$ cat src/rtl/vend_pkg.sv
// Shared vending definitions: coin codes, coin values and the change-dispenser states.
package vend_pkg;
  localparam logic [2:0] COIN_NONE = 3'd0;
  localparam logic [2:0] COIN_5    = 3'd1;
  localparam logic [2:0] COIN_10   = 3'd2;

  localparam int VAL_5  = 5;
  localparam int VAL_10 = 10;

  typedef enum logic [1:0] {
    S_IDLE,
    S_ISSUE,
    S_DONE,
    S_ERR
  } vend_state_e;
endpackage

$ cat src/rtl/vend_timeout_ctr.sv
// Hopper ack watchdog: counts stalled cycles, expire is high on the last allowed one.
module vend_timeout_ctr #(
  parameter int HOP_TIMEOUT = 16
) (
  input  logic clk,
  input  logic arst,
  input  logic clr,
  input  logic en,
  output logic expire
);
  localparam int TW = (HOP_TIMEOUT > 1) ? $clog2(HOP_TIMEOUT) : 1;

  logic [TW-1:0] cnt_q, cnt_d;

  assign expire = (cnt_q == TW'(HOP_TIMEOUT - 1));

  always_comb begin
    cnt_d = cnt_q;
    if (clr)                cnt_d = '0;
    else if (en && !expire) cnt_d = cnt_q + TW'(1);
  end

  always_ff @(posedge clk or posedge arst) begin
    if (arst) cnt_q <= '0;
    else      cnt_q <= cnt_d;
  end
endmodule

$ cat src/rtl/vend_change_dispenser.sv
// Change payout controller: pays a requested amount to the coin hopper, largest coin first.
// Optional statistics counters (coins_paid, faults) are built when VEND_CHANGE_STATS_EN is defined.
module vend_change_dispenser
  import vend_pkg::*;
#(
  parameter int COIN_W      = 3,
  parameter int AMT_W       = 6,
  parameter int MAX_AMT     = 40,
  parameter int HOP_TIMEOUT = 16
) (
  input  logic              clk,
  input  logic              arst,
  input  logic              req_valid,
  output logic              req_ready,
  input  logic [AMT_W-1:0]  req_amount,
  output logic              coin_valid,
  input  logic              coin_ack,
  output logic [COIN_W-1:0] coin_out,
  output logic              busy,
  output logic              done,
  output logic              err
`ifdef VEND_CHANGE_STATS_EN
  ,
  output logic [7:0]        coins_paid,
  output logic [3:0]        faults
`endif
);
  localparam logic [AMT_W-1:0] V5   = AMT_W'(VAL_5);
  localparam logic [AMT_W-1:0] V10  = AMT_W'(VAL_10);
  localparam logic [AMT_W-1:0] VMAX = AMT_W'(MAX_AMT);

  vend_state_e       state_q, state_d;
  logic [AMT_W-1:0]  rem_q, rem_d, coin_amt;
  logic              coin_valid_q, coin_valid_d;
  logic              busy_q, busy_d, done_q, done_d, err_q, err_d;
  logic              accept, xfer, legal, expire;
  logic [COIN_W-1:0] coin_sel;

  assign req_ready  = (state_q == S_IDLE) || (state_q == S_ERR);
  assign accept     = req_valid && req_ready;
  assign xfer       = coin_valid_q && coin_ack;
  assign legal      = (req_amount % V5 == '0) && (req_amount <= VMAX);

  // Selection never exceeds remaining, so the subtract cannot wrap.
  assign coin_sel   = (rem_q >= V10) ? COIN_W'(COIN_10) : COIN_W'(COIN_5);
  assign coin_amt   = (rem_q >= V10) ? V10 : V5;

  assign coin_valid = coin_valid_q;
  assign coin_out   = coin_valid_q ? coin_sel : COIN_W'(COIN_NONE);
  assign busy       = busy_q;
  assign done       = done_q;
  assign err        = err_q;

  vend_timeout_ctr #(.HOP_TIMEOUT(HOP_TIMEOUT)) u_tmo (
    .clk    (clk),
    .arst   (arst),
    .clr    (!coin_valid_q || coin_ack),
    .en     (coin_valid_q && !coin_ack),
    .expire (expire)
  );

  always_comb begin
    state_d = state_q;
    rem_d   = rem_q;
    case (state_q)
      S_IDLE, S_ERR: if (accept) begin
        rem_d = req_amount;
        if (!legal)                state_d = S_ERR;
        else if (req_amount == '0) state_d = S_DONE;
        else                       state_d = S_ISSUE;
      end
      S_ISSUE: begin
        // An ack on the expiry cycle still counts as a transfer.
        if (xfer) begin
          rem_d   = rem_q - coin_amt;
          state_d = (rem_d == '0) ? S_DONE : S_ISSUE;
        end else if (expire) begin
          state_d = S_ERR;
        end
      end
      S_DONE:  state_d = S_IDLE;
      default: state_d = S_IDLE;
    endcase
    coin_valid_d = (state_d == S_ISSUE);
    busy_d       = (state_d == S_ISSUE);
    done_d       = (state_d == S_DONE);
    err_d        = (state_d == S_ERR);
  end

  always_ff @(posedge clk or posedge arst) begin
    if (arst) begin
      state_q      <= S_IDLE;
      rem_q        <= '0;
      coin_valid_q <= 1'b0;
      busy_q       <= 1'b0;
      done_q       <= 1'b0;
      err_q        <= 1'b0;
    end else begin
      state_q      <= state_d;
      rem_q        <= rem_d;
      coin_valid_q <= coin_valid_d;
      busy_q       <= busy_d;
      done_q       <= done_d;
      err_q        <= err_d;
    end
  end

`ifdef VEND_CHANGE_STATS_EN
  logic [7:0] coins_paid_q, coins_paid_d;
  logic [3:0] faults_q, faults_d;
  logic       enter_err;

  // Re-entering ERR from ERR via an illegal request counts as a fresh fault.
  assign enter_err = (state_d == S_ERR) && (accept || (state_q == S_ISSUE));

  always_comb begin
    coins_paid_d = coins_paid_q;
    faults_d     = faults_q;
    if (xfer && coins_paid_q != 8'hff) coins_paid_d = coins_paid_q + 8'd1;
    if (enter_err && faults_q != 4'hf) faults_d     = faults_q + 4'd1;
  end

  always_ff @(posedge clk or posedge arst) begin
    if (arst) begin
      coins_paid_q <= '0;
      faults_q     <= '0;
    end else begin
      coins_paid_q <= coins_paid_d;
      faults_q     <= faults_d;
    end
  end

  assign coins_paid = coins_paid_q;
  assign faults     = faults_q;
`endif
endmodule

$ cat config.mk
export PLATFORM = sky130hd
export DESIGN_NAME = vend_change_dispenser
export DESIGN_NICKNAME = d
export VERILOG_FILES = /design/src/rtl/vend_pkg.sv /design/src/rtl/vend_timeout_ctr.sv /design/src/rtl/vend_change_dispenser.sv
export SDC_FILE = /design/constraint.sdc
export NUM_CORES = 1
export LEC_CHECK = 0
export CAP_MARGIN = 10
export CORE_ASPECT_RATIO = 0.5
export CORE_MARGIN = 5
export CORE_UTILIZATION = 39
export CTS_BUF_LIST = sky130_fd_sc_hd__clkbuf_4
export CTS_CLUSTER_SIZE = 10
export DETAILED_ROUTE_END_ITERATION = 7
export SETUP_SLACK_MARGIN = 0.02
export SYNTH_ARGS = -nofsm -noshare
export SYNTH_HDL_FRONTEND = slang
export SYNTH_HIERARCHICAL = 1
export SYNTH_SLANG_ARGS = --single-unit
$ cat constraint.sdc
create_clock -name clk -period 3.3 [get_ports clk]
set_input_delay 0.33 -clock clk [delete_from_list [all_inputs] [get_ports clk]]
set_output_delay 0.33 -clock clk [all_outputs]
set_load 0.005 [all_outputs]
# Word level (Yosys, flattened, before mapping)
# Index checks and enable logic that the tools add are counted.
[totals]
output_inout_bits = 8
register_bits = 15
[classes]
n_div = 1
n_mux = 15
addsub = 2
eq_ne = 9
order_cmp = 2
n_reduce_logical = 18
[op_table]
columns = ["cell", "n"]
rows = [
  ["logical NOT 6 bit", 3],
  ["two-way mux 2 bit", 8],
  ["two-way mux 4 bit", 3],
  ["two-way mux 6 bit", 2],
  ["one-hot mux 6 bit (2 select lines)", 1],
  ["equality test 2 bit, second input constant", 4],
  ["greater-or-equal comparator 6 x 4 -> 1 bit, second input constant", 1],
  ["less-or-equal comparator 6 bit, second input constant", 1],
  ["remainder unit 6 x 3 -> 6 bit, second input constant", 1],
  ["one-hot mux 2 bit (3 select lines)", 1],
  ["subtractor 6 x 4 -> 6 bit", 1],
  ["logical AND 1 bit", 5],
  ["adder 4 x 1 -> 4 bit, second input constant", 1],
  ["equality test 2 x 1 -> 1 bit, second input constant", 2],
  ["equality test 4 bit, second input constant", 1],
  ["!= test 2 bit, second input constant", 2],
  ["nonzero test 2 bit", 2],
  ["logical NOT 1 bit", 3],
  ["AND reduction 3 bit", 1],
  ["logical NOT 2 bit", 1],
  ["logical OR 1 bit", 2],
  ["OR reduction 2 bit", 1],
]

# Logic depth before layout (Yosys ltp)
# Gate-level depths: netlist of run 1.
[logic_depth]
depth_word = 8
depth_mapped = 15

# Modules after synthesis
# Netlist of run 1, hierarchy kept.
[modules_own_cells]
columns = ["module", "cells_each", "instances", "area_each_um2", "seq_area_each_um2"]
rows = [
  ["vend_change_dispenser", 159, 1, 1271.2, 275.3],
  ["vend_timeout_ctr", 21, 1, 232.7, 100.1],
]

# Least setup slack after synthesis of run 1
# No wires, ideal clock.
[synth_path]
path_kind = "in2reg"
startpoint = "in req_amount[1]"
endpoint = "reg err_q, in the netlist err"
t_required_ns = 3.196
arrival_ns = 2.792
setup_ns = 0.104
n_path_buf = 1
slack_ns = 0.404
path_stages = 11
path_cell_list = "buf_6 > or4b_4 > a21oi_4 > nor2_2 > o41ai_2 > ha_1 > nor2_1 > o32ai_2 > mux2i_1 > xnor2_1 > a221oi_1"
[synth_between]
elab_chain_cells = 7
elab_cells_between_ends = 10
cone_classes = "div: 1; order compare: 1; eq/ne: 1; mux: 4; reduce/logical: 3"
[synth_lines]
columns = ["element", "line_no", "source"]
rows = [
  ["start: declaration", "vend_change_dispenser.sv:15", "input logic [AMT_W-1:0] req_amount,"],
  ["remainder unit 6 x 3 -> 6 bit", "vend_change_dispenser.sv:42", "assign legal = (req_amount % V5 == '0) && (req_amount <= VMAX);"],
  ["logical NOT 6 bit", "vend_change_dispenser.sv:42", ""],
  ["logical AND 1 bit", "vend_change_dispenser.sv:42", ""],
  ["two-way mux 2 bit *", "vend_change_dispenser.sv:68", "if (!legal) state_d = S_ERR;"],
  ["two-way mux 2 bit *", "vend_change_dispenser.sv:66", "S_IDLE, S_ERR: if (accept) begin"],
  ["one-hot mux 2 bit (3 select lines) *", "vend_change_dispenser.sv:65", "case (state_q)"],
  ["equality test 2 bit *", "vend_change_dispenser.sv:87", "err_d = (state_d == S_ERR);"],
  ["net err_d", "vend_change_dispenser.sv:35", "logic busy_q, busy_d, done_q, done_d, err_q, err_d;"],
  ["end signal: assignment", "vend_change_dispenser.sv:104", "err_q <= err_d;"],
  ["end: declaration", "vend_change_dispenser.sv:35", ""],
]
# The timed path passes the listed nets; every way through them passes the cells marked *.
# A chain may end at the register's enable or synchronous reset.

# Worst setup path in the final report of run 1
[layout_path]
startpoint = "in req_amount[0]"
endpoint = "reg busy_q, in the netlist busy"
[layout_between]
elab_chain_cells = 7
elab_cells_between_ends = 10
cone_classes = "div: 1; order compare: 1; eq/ne: 1; mux: 4; reduce/logical: 3"
[layout_lines]
columns = ["element", "line_no", "source"]
rows = [
  ["remainder unit 6 x 3 -> 6 bit", "vend_change_dispenser.sv:42", ""],
  ["logical NOT 6 bit", "vend_change_dispenser.sv:42", ""],
  ["logical AND 1 bit", "vend_change_dispenser.sv:42", ""],
  ["two-way mux 2 bit *", "vend_change_dispenser.sv:68", ""],
  ["two-way mux 2 bit *", "vend_change_dispenser.sv:66", ""],
  ["one-hot mux 2 bit (3 select lines) *", "vend_change_dispenser.sv:65", ""],
  ["equality test 2 x 1 -> 1 bit *", "vend_change_dispenser.sv:85", "busy_d = (state_d == S_ISSUE);"],
  ["net busy_d", "vend_change_dispenser.sv:35", ""],
  ["end signal: assignment", "vend_change_dispenser.sv:102", "busy_q <= busy_d;"],
  ["end: declaration", "vend_change_dispenser.sv:35", ""],
]
# Marked as above.

==> results of run 1 <==
[layout make-up]
cell class / instances / area share
well taps: 51 / 0.03439
flip-flops and latches: 15 / 0.2023
multi-input cells: 142 / 0.5644
inverters: 15 / 0.03034
repair buffers: 32 / 0.1524
clock buffers: 4 / 0.01618
[final timing paths]
| check | startpoint | endpoint | slack (ns) | cells after the start |
|---|---|---|---|---|
| max | req_amount[0] | busy | 0.18 | 11 |
| max reg2reg | rem_q[1] | busy | 0.27 | 14 |
| min in group clk | rem_q[0] | rem_q[0] | 0.48 | 2 |
| max in group asynchronous | arst | rem_q[2] | 2.62 | 2 |
| min reg2reg | rem_q[0] | rem_q[0] | 0.48 | 2 |
| min | arst | u_tmo/cnt_q[0] | 0.24 | 2 |
[power groups by stage]
stage	registers [mW]	logic [mW]	clock network, mW
final	0.307	0.873	0.118
after CTS	0.307	0.862	0.124
after global placement	0.309	0.846	0
after global routing	0.318	0.974	0.134
after floorplan	0.299	0.627	0
after detailed placement	0.310	0.857	0
[metrics by stage]
stage / total power, mW / setup slack, ns / std cells / setup TNS (ns)
finish: 1.298 / 0.1813 / 259 / 0
global route: 1.426 / 0.03892 / 259 / 0
CTS: 1.293 / 0.1187 / 259 / 0
global placement: 1.155 / -0.1380 / 255 / -0.3498
floorplan: 0.9263 / 0.4044 / 180 / 0
detailed placement: 1.167 / -0.2010 / 255 / -0.5442
[layer usage]
| layer | share of wire | vias to the layer above | track usage |
|---|---|---|---|
| li1 | - | 725 | - |
| met2 | 0.45 | 21 | 0.2410 |
| met5 | 0 | - | 0 |
| met4 | 0.010 | 0 | 0.04138 |
| met3 | 0.027 | 4 | 0.02717 |
| met1 | 0.51 | 668 | 0.1924 |
[registers in the layout, summed over array words and instances, names as in the netlist]
register	flops
busy	1
done	1
err	1
rem_q	6
state_q	2
u_tmo/cnt_q	4
[cells by family after synthesis]
family / Yosys count
simple gates: 66
compound gates: 57
buf+inv: 23
flops: 15
fa+ha+maj: 11
mux: 4
xor+xnor: 3
other cells: 1
[synthesized netlist by cell type (2+ instances only)]
| library cell | count |
|---|---|
| nor4_1 | 2 |
| ha_1 | 10 |
| or3_1 | 2 |
| buf_2 | 3 |
| a22oi_1 | 2 |
| o2111a_1 | 2 |
| o21a_1 | 2 |
| buf_4 | 2 |
| mux2i_1 | 3 |
| clkbuf_1 | 2 |
| a21oi_1 | 8 |
| nor2b_1 | 2 |
| nand4_1 | 2 |
| inv_1 | 15 |
| a21o_1 | 3 |
| nand2_1 | 14 |
| a32oi_1 | 2 |
| nor3_1 | 7 |
| o211ai_1 | 3 |
| a21boi_0 | 2 |
| nor2_1 | 13 |
| nand3_1 | 2 |
| o21ai_0 | 15 |
| nand2b_1 | 6 |
| xnor2_1 | 3 |
| nor3b_1 | 2 |
| a221oi_1 | 2 |
| or2_2 | 3 |
| o311ai_0 | 2 |
| dfrtp_1 | 15 |
[critical path, stage by stage]
cell and delay [ns]:
clkdlybuf4s50_1 0.46, or4b_4 0.58, a21oi_4 0.16, nor2_2 0.07, o41ai_4 0.40, ha_2 0.27, nor2_1 0.06, o32ai_2 0.29
mux2i_1 0.28, xnor2_1 0.13, o2111a_1 0.27
[what timing repair did]
item / CTS / global route
hold buffers: 0 / 0
endpoints found under the setup margin: 0 / 4
gates resized for setup: 0 / 7
==> impl_metrics.env, run 1 <==
export IMPL_fmaxAchievable_ghz=0.3206
export IMPL_yosys_most_used_dff="dfrtp_1"
export IMPL_p_int_mw=0.7102
export IMPL_grt_max_degree=15
export IMPL_period_needed_ns=3.119
export IMPL_slew_viol_final=0
export IMPL_power_density_nw_per_um2=699.7
export IMPL_antenna_found_initial=0
export IMPL_ys_ff_latch=15
export IMPL_die_h_um=53.91
export IMPL_die_w_um=97.82
export IMPL_syn2layout_area_growth_pct=23.38
export IMPL_yosys_area_share_simple=0.2512
export IMPL_min_period_over_period=0.9451
export IMPL_drive_gt1_frac=0.1923
export IMPL_first_global_vias=1308
export IMPL_synth_mux_area_frac=0.02995
export IMPL_io_buffers=16
export IMPL_power_frac_seq=0.237
export IMPL_post_cts_buffers=0
export IMPL_p_sw_mw=0.5881
export IMPL_synth_nets=201
export IMPL_synth_edf_count=0
export IMPL_clk_latency_ns=0.29
export IMPL_cts_clk_slew_worst_paths_ns=0.09
export IMPL_rsz0062_at_grt="false"
export IMPL_post_dp_hpwl_um=2814
export IMPL_ys_seq_area_frac=0.2496
export IMPL_synth_compound_area_frac=0.2829
export IMPL_die_area_sq_um=5273
export IMPL_synthDistinctLibCells=59
export IMPL_synthAdderAreaFrac=0.09651
export IMPL_fin_nets=230
export IMPL_synth_avg_cell_area_sq_um=8.355
export IMPL_seqCellArea_sq_um=375.4
export IMPL_finalSetupViolCount=0
export IMPL_fill_cells=360
export IMPL_final_cell_mix="buf_4, dfrtp_1, clkdlybuf4s50_1"
export IMPL_clockRootBuffer="clkbuf_4"
export IMPL_grt_usage=0.1435
export IMPL_wl_per_cell_um=13.92
export IMPL_synth_top_family_by_area="compound AO/OA/AOI/OAI gates"
export IMPL_clock_sinks=15
export IMPL_clk_path_buf_depth=2
export IMPL_drt_pre_antenna_iters=4
export IMPL_status="finished clean"
export IMPL_coreArea_sq_um=3566
export IMPL_crit_path_end_kind="flip-flop"
export IMPL_remaining_drc_errors=0
export IMPL_cts_htree_levels=1
export IMPL_synth_top_area_frac=0.2496
export IMPL_cp_required_ns=3.48
export IMPL_hold_class="in -> async"
export IMPL_io_pins=18
export IMPL_relSlewSlack=0.6180
export IMPL_fin_skew_ns=0.001524
export IMPL_maxCapViolations=0
export IMPL_final_common_cell="buf_4"
export IMPL_multi_input_area_sq_um=1047
export IMPL_place_area_sq_um=1799
export IMPL_worst_pin_slew_ns=0.5679
export IMPL_avgViaCountPerCell=5.475
export IMPL_syn_area_sq_um=1504
export IMPL_p_sw_frac=0.4529
export IMPL_ir_drop_v=0.0002853
export IMPL_hold_worst_slack_ns=0.2389
export IMPL_final_hold_violation_count=0
export IMPL_final_area_sq_um=1856
export IMPL_ant_nets=0
export IMPL_post_route_util=0.5204
export IMPL_rows=15
export IMPL_ys_warn_count=6
export IMPL_p_clk_frac=0.091
export IMPL_synth_xor_area_frac=0.01747
export IMPL_critical_path_peak_fanout=4
export IMPL_p_leak_nw=0.7916
export IMPL_cts_inserted_buffers=3
export IMPL_synth_async_reset_ratio=1.000
export IMPL_start_util=0.4218
export IMPL_gp_congestion=0.8004
export IMPL_synth_top_area_cell="dfrtp_1"
export IMPL_vias=1418
export IMPL_grt_ovfl_total=0
export IMPL_syn_inst=180
export IMPL_grt_pass1_wl_um=5982
export IMPL_critical_path_class="in -> reg"
export IMPL_diodes=0
export IMPL_drtIter0Drc=67
export IMPL_p_comb_frac=0.673
export IMPL_synth_area_leaders="dfrtp_1, ha_1, o21ai_0, inv_1, nand2_1"
export IMPL_drt_wl_total_um=3605
export IMPL_cts_tree="built"
export IMPL_arrival_ns=3.30
export IMPL_startpoint_type="primary input"
Power figures use the tool's default switching activity.
==> inputs of run 2 (changes only) <==
GPL_TIMING_DRIVEN = 0   (was not set)
==> run 2 against run 1 <==
- total power increased by 1.7%
- combinational power rose by 3.1%
- critical path type unchanged
- worst setup slack got worse by 0.093 ns
- cell count decreased by 2.7%
- critical endpoint unchanged
- clock skew rose by 0.0088 ns
- sequential share of layout area decreased by 0.054 points
- maximum frequency fell by 2.9%
==> impl_metrics.env, run 2 (synthesized netlist as in run 1, its figures left out) <==
export IMPL_period_needed_ns=3.212
export IMPL_final_area_sq_um=1861
export IMPL_crit_chain="clkdlybuf4s50_1, buf_6, or4b_4, a21oi_4, nor2_2, o41ai_4, ha_2, nor2_1, o32ai_2, mux2i_1, xnor2_2, o2111a_1"
export IMPL_top_layer_used="met4"
export IMPL_largest_registers="rem_q x6, u_tmo/cnt_q x4, state_q x2"
export IMPL_die_w_um=97.82
export IMPL_wl_met2_um=1679
export IMPL_coreArea_sq_um=3566
export IMPL_arrival_ns=3.41
export IMPL_grt_pass1_wl_um=6009
export IMPL_clockRootBuffer="clkbuf_4"
export IMPL_wl_met3_um=102
export IMPL_hold_class="in -> async"
export IMPL_reg2reg_to="busy"
export IMPL_cp_required_ns=3.50
export IMPL_gp_congestion=0.8428
export IMPL_fin_cells=252
export IMPL_io_pins=18
export IMPL_max_stage_delay_ns=0.54
export IMPL_crit_buf_inv=2
export IMPL_path_delay_family="compound AO/OA/AOI/OAI gates"
export IMPL_cpMaxStageDelayCell="or4b_4"
export IMPL_p_leak_nw=0.7859
export IMPL_r2r_start="rem_q[4]"
export IMPL_critical_path_class="in -> reg"
export IMPL_diodes=0
export IMPL_io_buffers=16
export IMPL_wl_met1_um=1850
export IMPL_largest_reg_flops=6
export IMPL_grt_usage=0.1411
export IMPL_clk_path_buf_depth=2
export IMPL_syn2layout_area_growth_pct=23.71
export IMPL_drt_pre_antenna_iters=4
export IMPL_grt_max_degree=12
export IMPL_cts_clk_slew_worst_paths_ns=0.10
export IMPL_startpoint_type="primary input"
export IMPL_worst_pin_slew_ns=0.5594
export IMPL_clk_latency_ns=0.30
export IMPL_final_cell_mix="inv_1, dfrtp_1, nand2_1, o21ai_0"
export IMPL_die_h_um=53.91
export IMPL_start_util=0.4218
export IMPL_cts_htree_levels=1
export IMPL_crit_path_end_kind="flip-flop"
export IMPL_slew_viol_final=0
export IMPL_max_flop_register="rem_q"
export IMPL_rows=15
export IMPL_finalSetupViolCount=0
export IMPL_fin_skew_ns=0.01035
export IMPL_place_area_sq_um=1728
export IMPL_clock_sinks=15
export IMPL_min_period_over_period=0.9733
export IMPL_drive_gt1_frac=0.1841
export IMPL_ir_drop_v=0.0002332
export IMPL_die_area_sq_um=5273
export IMPL_critical_path_peak_fanout=9
export IMPL_drt_wl_total_um=3674
export IMPL_final_hold_violation_count=0
export IMPL_vias=1374
export IMPL_wl_per_cell_um=14.58
export IMPL_avgViaCountPerCell=5.452
export IMPL_ant_nets=0
export IMPL_grt_ovfl_total=0
export IMPL_dp_cells=247
export IMPL_status="finished clean"
export IMPL_fmaxAchievable_ghz=0.3113
export IMPL_antenna_found_initial=0
export IMPL_cts_tree="built"
export IMPL_r2r_cells=14
export IMPL_drtIter0Drc=115
export IMPL_cts_inserted_buffers=3
export IMPL_power_density_nw_per_um2=709.6
export IMPL_remaining_drc_errors=0
export IMPL_post_dp_hpwl_um=2807
export IMPL_first_global_vias=1282
export IMPL_relSlewSlack=0.6237
export IMPL_rrSetupSlack_ns=0.27
export IMPL_ctsHoldBuffers=0
export IMPL_fin_nets=223
export IMPL_maxCapViolations=0
==> run 2: cell count changes in the layout (fill, tap and decap cells not counted), sizes merged <==
cell,delta
buf,-9
clkdlybuf4s50,-3
dlymetal6s2s,+2
clkbuf,+1
clkinv,+1
dlygate4sd2,+1
==> run 2: cell type report <==
class                      count  area [sq um]
multi-input combinational    142          1109
timing repair buffer          17         173.9
buffer                         8         55.05
fill                         342          1705
sequential                    15         375.4
tap                           51         63.81
inverter                      15         56.30
clock inverter                 1         5.005
clock buffer                   3         22.52
==> run 2: worst max path at each step <==
stage | to | cells past startpoint | startpoint | slack (ns)
4_1_cts | err | 16 | req_amount[3] | 0.02
2_1_floorplan | err | 11 | req_amount[1] | 0.40
3_3_place_gp | err | 11 | req_amount[0] | -0.47
3_5_place_dp | err | 13 | req_amount[0] | -0.48
5_1_grt | busy | 12 | req_amount[1] | -0.01
6_report | busy | 12 | req_amount[1] | 0.09
==> run 2: routing by layer <==
layer	vias to the layer above	global-route usage
met5	-	0
met4	0	0.04598
met3	4	0.02846
met2	17	0.2432
met1	642	0.1816
li1	711	-
==> run 2: stage by stage <==
step / setup slack (ns) / setup TNS, ns / hold WS (ns) / power, mW / utilization
global placement: -0.4661 / -1.250 / 0.4701 / 1.155 / 0.4846
floorplan: 0.4044 / 0 / 0.09608 / 0.9263 / -
finish: 0.08798 / 0 / 0.2351 / 1.320 / 0.5218
CTS: 0.01975 / 0 / 0.2337 / 1.303 / 0.5091
detailed placement: -0.4767 / -1.289 / 0.4888 / 1.165 / 0.4846
global route: -0.01218 / -0.01835 / 0.2802 / 1.439 / 0.5218
==> run 2: power breakdown <==
part | total (mW) | internal [mW] | switching, mW | leakage [nW]
Combinational | 0.900 | 0.417 | 0.483 | 0.575
Clock | 0.112 | 0.0452 | 0.0672 | 0.0177
Sequential | 0.308 | 0.251 | 0.0570 | 0.193
Total | 1.32 | 0.713 | 0.607 | 0.786
==> run 2: timing repair <==
action | in CTS | in global routing
endpoints found under the setup margin | 3 | 3
resized for setup | 12 | 10
setup buffers | 1 | 0
pin swaps | 4 | 5
==> inputs of run 3 (changes only) <==
GPL_ROUTABILITY_DRIVEN = 0   (was not set)
==> results of run 3 <==
No change in the layout: final DEF, timing and power equal those of run 2.
